$ cat src/rtl/alu_ram_pkg.sv
// Shared types and defaults for the ALU-RAM datapath.
// Holds the sequencer state encoding and width helpers.
package alu_ram_pkg;

  localparam int DATA_W_DEF      = 32;
  localparam int ADDR_W_DEF      = 4;
  localparam int LAST_ADDR_DEF   = 15;
  localparam int ALU_TIMEOUT_DEF = 15;

  typedef enum logic [2:0] {
    S_IDLE,
    S_FETCH,
    S_EXEC,
    S_WRITE,
    S_DONE
  } state_e;

  // Bits needed to hold values 0..limit.
  function automatic int cnt_width(input int limit);
    return (limit < 1) ? 1 : $clog2(limit + 1);
  endfunction

endpackage

$ cat src/rtl/wait_counter.sv
// EXEC-state wait counter for the operand sequencer.
// expired_o flags the last allowed cycle of an ALU wait.
module wait_counter
  import alu_ram_pkg::*;
#(
  parameter int LIMIT = ALU_TIMEOUT_DEF
) (
  input  logic clk,
  input  logic rst,
  input  logic clr_i,
  input  logic en_i,
  output logic expired_o
);

  localparam int CW = cnt_width(LIMIT);

  logic [CW-1:0] cnt_q;
  logic [CW-1:0] cnt_d;

  assign expired_o = en_i && (cnt_q == CW'(LIMIT - 1));

  always_comb begin
    cnt_d = cnt_q;
    if (clr_i) begin
      cnt_d = '0;
    end else if (en_i && !expired_o) begin
      cnt_d = cnt_q + CW'(1);
    end
  end

  always_ff @(posedge clk) begin
    if (rst) begin
      cnt_q <= '0;
    end else begin
      cnt_q <= cnt_d;
    end
  end

endmodule

$ cat src/rtl/rom_operand_sequencer.sv
// Walks operand ROM addresses, feeds the ALU and writes results to RAM.
// Every output is a register updated from the next-state decode.
module rom_operand_sequencer
  import alu_ram_pkg::*;
#(
  parameter int DATA_W      = DATA_W_DEF,
  parameter int ADDR_W      = ADDR_W_DEF,
  parameter int LAST_ADDR   = LAST_ADDR_DEF,
  parameter int ALU_TIMEOUT = ALU_TIMEOUT_DEF
) (
  input  logic              clk,
  input  logic              rst,
  input  logic              start,
  output logic              en_ROM,
  output logic [ADDR_W-1:0] addr_ROM,
  input  logic [DATA_W-1:0] op1_d,
  input  logic [DATA_W-1:0] op2_d,
  output logic [DATA_W-1:0] alu_a,
  output logic [DATA_W-1:0] alu_b,
  output logic              alu_valid,
  input  logic              alu_done,
  input  logic [DATA_W-1:0] alu_result,
  output logic              we_RAM,
  output logic [ADDR_W-1:0] addr_RAM,
  output logic [DATA_W-1:0] data_RAM,
  output logic              busy,
  output logic              done,
  output logic              error
);

  state_e state_q, state_d;

  logic [ADDR_W-1:0] idx_q, idx_d;
  logic [ADDR_W-1:0] arom_q, arom_d;
  logic [ADDR_W-1:0] aram_q, aram_d;
  logic [DATA_W-1:0] a_q, a_d;
  logic [DATA_W-1:0] b_q, b_d;
  logic [DATA_W-1:0] res_q, res_d;
  logic              en_q, en_d;
  logic              vld_q, vld_d;
  logic              we_q, we_d;
  logic              busy_q, busy_d;
  logic              done_q, done_d;
  logic              err_q, err_d;

  logic in_exec;
  logic expired;
  logic last;

  assign in_exec = (state_q == S_EXEC);
  assign last    = (idx_q == ADDR_W'(LAST_ADDR));

  wait_counter #(
    .LIMIT(ALU_TIMEOUT)
  ) u_wait (
    .clk      (clk),
    .rst      (rst),
    .clr_i    (!in_exec),
    .en_i     (in_exec),
    .expired_o(expired)
  );

  always_ff @(posedge clk) begin
    if (rst) begin
      state_q <= S_IDLE;
      idx_q   <= '0;
      arom_q  <= '0;
      aram_q  <= '0;
      a_q     <= '0;
      b_q     <= '0;
      res_q   <= '0;
      en_q    <= 1'b0;
      vld_q   <= 1'b0;
      we_q    <= 1'b0;
      busy_q  <= 1'b0;
      done_q  <= 1'b0;
      err_q   <= 1'b0;
    end else begin
      state_q <= state_d;
      idx_q   <= idx_d;
      arom_q  <= arom_d;
      aram_q  <= aram_d;
      a_q     <= a_d;
      b_q     <= b_d;
      res_q   <= res_d;
      en_q    <= en_d;
      vld_q   <= vld_d;
      we_q    <= we_d;
      busy_q  <= busy_d;
      done_q  <= done_d;
      err_q   <= err_d;
    end
  end

  // A missing alu_done on the last allowed cycle aborts the run.
  always_comb begin
    state_d = state_q;
    unique case (state_q)
      S_IDLE: begin
        if (start) state_d = S_FETCH;
      end
      S_FETCH: state_d = S_EXEC;
      S_EXEC: begin
        if (alu_done) begin
          state_d = S_WRITE;
        end else if (expired) begin
          state_d = S_IDLE;
        end
      end
      S_WRITE: state_d = last ? S_DONE : S_FETCH;
      S_DONE:  state_d = S_IDLE;
      default: state_d = S_IDLE;
    endcase
  end

  always_comb begin
    idx_d  = idx_q;
    arom_d = arom_q;
    aram_d = aram_q;
    a_d    = a_q;
    b_d    = b_q;
    res_d  = res_q;
    err_d  = err_q;

    if (state_q == S_IDLE && start) begin
      idx_d = '0;
      err_d = 1'b0;
    end
    // ROM data is only trusted while en_ROM is high.
    if (state_q == S_FETCH) begin
      a_d = op1_d;
      b_d = op2_d;
    end
    if (in_exec) begin
      if (alu_done) begin
        res_d = alu_result;
      end else if (expired) begin
        err_d = 1'b1;
      end
    end
    if (state_q == S_WRITE && !last) begin
      idx_d = idx_q + ADDR_W'(1);
    end

    if (state_d == S_FETCH) arom_d = idx_d;
    if (state_d == S_WRITE) aram_d = idx_q;

    en_d   = (state_d == S_FETCH);
    vld_d  = (state_d == S_EXEC);
    we_d   = (state_d == S_WRITE);
    busy_d = (state_d != S_IDLE);
    done_d = (state_d == S_DONE);
  end

  assign en_ROM    = en_q;
  assign addr_ROM  = arom_q;
  assign alu_a     = a_q;
  assign alu_b     = b_q;
  assign alu_valid = vld_q;
  assign we_RAM    = we_q;
  assign addr_RAM  = aram_q;
  assign data_RAM  = res_q;
  assign busy      = busy_q;
  assign done      = done_q;
  assign error     = err_q;

endmodule
$ cat config.mk
export PLATFORM = sky130hd
export DESIGN_NAME = rom_operand_sequencer
export DESIGN_NICKNAME = d
export VERILOG_FILES = /design/src/rtl/alu_ram_pkg.sv /design/src/rtl/wait_counter.sv /design/src/rtl/rom_operand_sequencer.sv
export SDC_FILE = /design/constraint.sdc
export NUM_CORES = 1
export LEC_CHECK = 0
export ABC_CLOCK_PERIOD_IN_PS = 4200
export CAP_MARGIN = 20
export CORE_MARGIN = 2
export CORE_UTILIZATION = 44
export CTS_CLUSTER_DIAMETER = 30
export DETAILED_ROUTE_END_ITERATION = 10
export PLACE_DENSITY_LB_ADDON = 0.08
export SLEW_MARGIN = 20
export SYNTH_ARGS = -nofsm -noshare
export SYNTH_HDL_FRONTEND = slang
export SYNTH_SLANG_ARGS = --single-unit
export TNS_END_PERCENT = 10
$ cat constraint.sdc
create_clock -name clk -period 4.2 [get_ports clk]
set_input_delay 0.84 -clock clk [delete_from_list [all_inputs] [get_ports clk]]
set_output_delay 0.84 -clock clk [all_outputs]
set_load 0.03 [all_outputs]
==> impl_metrics.json <==
{
  "grt_usage": 0.222,
  "first_pass_iters": 4,
  "cpPeakStageDelay_ns": 0.70,
  "status": "finished, final reports clean",
  "n_antenna_cell": 0,
  "drc": 0,
  "netlist_top_cells_area": "dfxtp_1, nand2_1, a21oi_1",
  "synthCells": 530,
  "final_layout_size_suffix_gt1_frac": 0.0596,
  "io_pins": 210,
  "cp_top_family": "buffers and inverters",
  "drv_cap": 0,
  "cts.sinks": 121,
  "finalCritPeriodShare": 0.572,
  "synthesis.nets": 633,
  "worst_pin_slew_ns": 0.796,
  "fin_ws_ns": 1.80,
  "fmax_ghz": 0.416,
  "io_buffers": 209,
  "synth-seq-cells": 121,
  "crit_buf_inv": 1,
  "path_class": "reg -> out",
  "fp.dieH_um": 105,
  "synth_top_area_frac": 0.542,
  "netlist_area_mm2": 0.00447,
  "slew_viol_final": 0,
  "cts_setup_buffers": 0,
  "grt_pass1_vias": 4107,
  "clockBufferDepth": 2,
  "startpoint_type": "flip-flop",
  "dp.cells": 839,
  "clk_latency_ns": 0.51,
  "hold_violations": 0,
  "synth_cell_type_count": 40,
  "cp_slowest_cell": "clkdlybuf4s50_1",
  "yosysMostFrequentCell": "nand2_1",
  "die_x_um": 105,
  "place_ws_ns": 1.90,
  "synth_common_cells": "nand2_1, dfxtp_1, a21oi_1",
  "p_per_area_mw_per_mm2": 469,
  "ys.flop_type": "dfxtp_1",
  "finish.net_count": 828,
  "leakage_uw": 0.00253,
  "rsz0062_at_grt": "no",
  "total_power_uw": 3330,
  "drt_wl_total_um": 12200,
  "path_cells": "clkdlybuf4s50_1",
  "finalNonFillerCells": 871,
  "yosysWarnings": 0,
  "avgViaCountPerCell": 4.91,
  "drt_iter0_drc": 157,
  "cp_data_arrival_time_ns": 1.56,
  "tns_ns": 0,
  "gr-total-overflow": 0,
  "area_delta_synth_final_pct": 58.7,
  "rows": 36,
  "cts-buffers-inserted": 17,
  "ctsHoldBuffers": 0,
  "crit_path_end_kind": "primary output",
  "async_reset_ff_frac": 0,
  "yosysSeqAreaShare": 0.542,
  "grt_pass1_wl_um": 19700,
  "globalplace.congestion": 0.818,
  "ctsResizeCount": 0,
  "ir_drop_uv": 268,
  "ant_nets": 0,
  "dpl_cell_area_mm2": 0.00649,
  "slew_headroom": 0.469,
  "core_mm2": 0.00982,
  "worstPathRequired_ns": 3.36,
  "die_area_mm2": 0.0110,
  "htreeDepth": 4,
  "antenna_found_initial": 0,
  "hold_path.class": "reg -> reg",
  "via_count": 4279,
  "synth_edf_count": 0,
  "setup_violations": 0,
  "yosysTopAreaCell": "dfxtp_1",
  "dp_hpwl_um": 8200,
  "grt_max_degree": 75,
  "crit_fanout": 2,
  "root_buffer": "clkbuf_8",
  "cts.reportedPaths.clkPinSlew_ns": 0.06,
  "cts_tree": "built",
  "fin_crit_ns": 2.40,
  "finalInstanceArea_mm2": 0.00710,
  "floorplan.initialDensity": 0.455,
  "avgSynthCellArea_um2": 8.43,
  "finClkSkew_ns": 0.00472,
  "wl_per_cell_um": 14.0
}
==> tightest hold or removal path: stages (launching register included) <==
cell     delay (ns)
dfxtp_1        0.30
nand2_1        0.05
a21oi_1        0.05
==> placed cells by master (no fill, tap or decap), types with 2 or more instances in the layout <==
cell | synthesis | final
bufinv_16 | 0 | 3
nand3_1 | 5 | 5
o2111ai_1 | 2 | 2
clkdlybuf4s50_1 | 0 | 208
o21ai_1 | 4 | 4
nand2b_1 | 2 | 2
a31oi_1 | 3 | 3
clkbuf_1 | 15 | 2
nor3b_2 | 1 | 2
or3_1 | 2 | 2
ha_1 | 3 | 3
and3_1 | 2 | 2
o311ai_1 | 2 | 2
inv_1 | 4 | 4
nand4_1 | 2 | 2
clkbuf_16 | 0 | 16
a21oi_1 | 105 | 105
nor3_1 | 4 | 4
clkbuf_8 | 0 | 6
clkinv_2 | 0 | 5
dfxtp_1 | 121 | 121
nand2_1 | 206 | 206
buf_4 | 3 | 6
o41ai_1 | 3 | 3
nor2_1 | 4 | 4
==> layer usage <==
layer / routed length [um] / vias to the layer above / part of all wire / GRT usage
li1: - / 2154 / - / -
met1: 5100 / 1948 / 0.42 / 0.258
met2: 5860 / 152 / 0.48 / 0.363
met3: 981 / 25 / 0.080 / 0.0917
met4: 245 / 0 / 0.020 / 0.0924
met5: 0 / - / 0 / 0
==> per-stage QoR <==
step | hold WS [ns] | utilization
floorplan | 0.456 | -
global placement | 0.441 | 0.661
detailed placement | 0.445 | 0.661
CTS | 0.455 | 0.723
global route | 0.467 | 0.723
finish | 0.453 | 0.723
==> final cells by class <==
class	instances	area, um^2
Clock inverter	8	115
Timing Repair Buffer	214	2130
Sequential cell	121	2420
Inverter	5	18.8
Multi-Input combinational cell	366	1760
Clock buffer	24	490
Tap cell	133	166
Fill cell	788	2720
==> registers in the layout, summed over array words and instances, names as in the netlist, 3 cells and up <==
| register | cells |
|---|---|
| state_q | 3 |
| alu_b | 32 |
| idx_q | 4 |
| addr_RAM | 4 |
| addr_ROM | 4 |
| alu_a | 32 |
| u_wait.cnt_q | 4 |
| data_RAM | 32 |
==> final timing paths <==
path	cells past startpoint	end	slack [ns]	startpoint
min	2	alu_b[29]	0.45	alu_b[29]
max	1	error	1.80	error
min reg2reg	2	alu_b[29]	0.45	alu_b[29]
max reg2reg	2	alu_valid	2.37	state_q[0]
==> power breakdown <==
| part | internal (uW) | switching (uW) | total [uW] |
|---|---|---|---|
| combinational | 261 | 337 | 599 |
| sequential | 1220 | 44.9 | 1270 |
| clock | 977 | 486 | 1460 |
==> cells by family after synthesis <==
| kind of cell | share of synthesized area |
|---|---|
| flops | 0.542 |
| buf+inv | 0.0663 |
| simple gates | 0.226 |
| xor+xnor | 0.00196 |
| fa+ha+maj | 0.00840 |
| compound gates | 0.155 |
(Power assumes the default switching activity.)
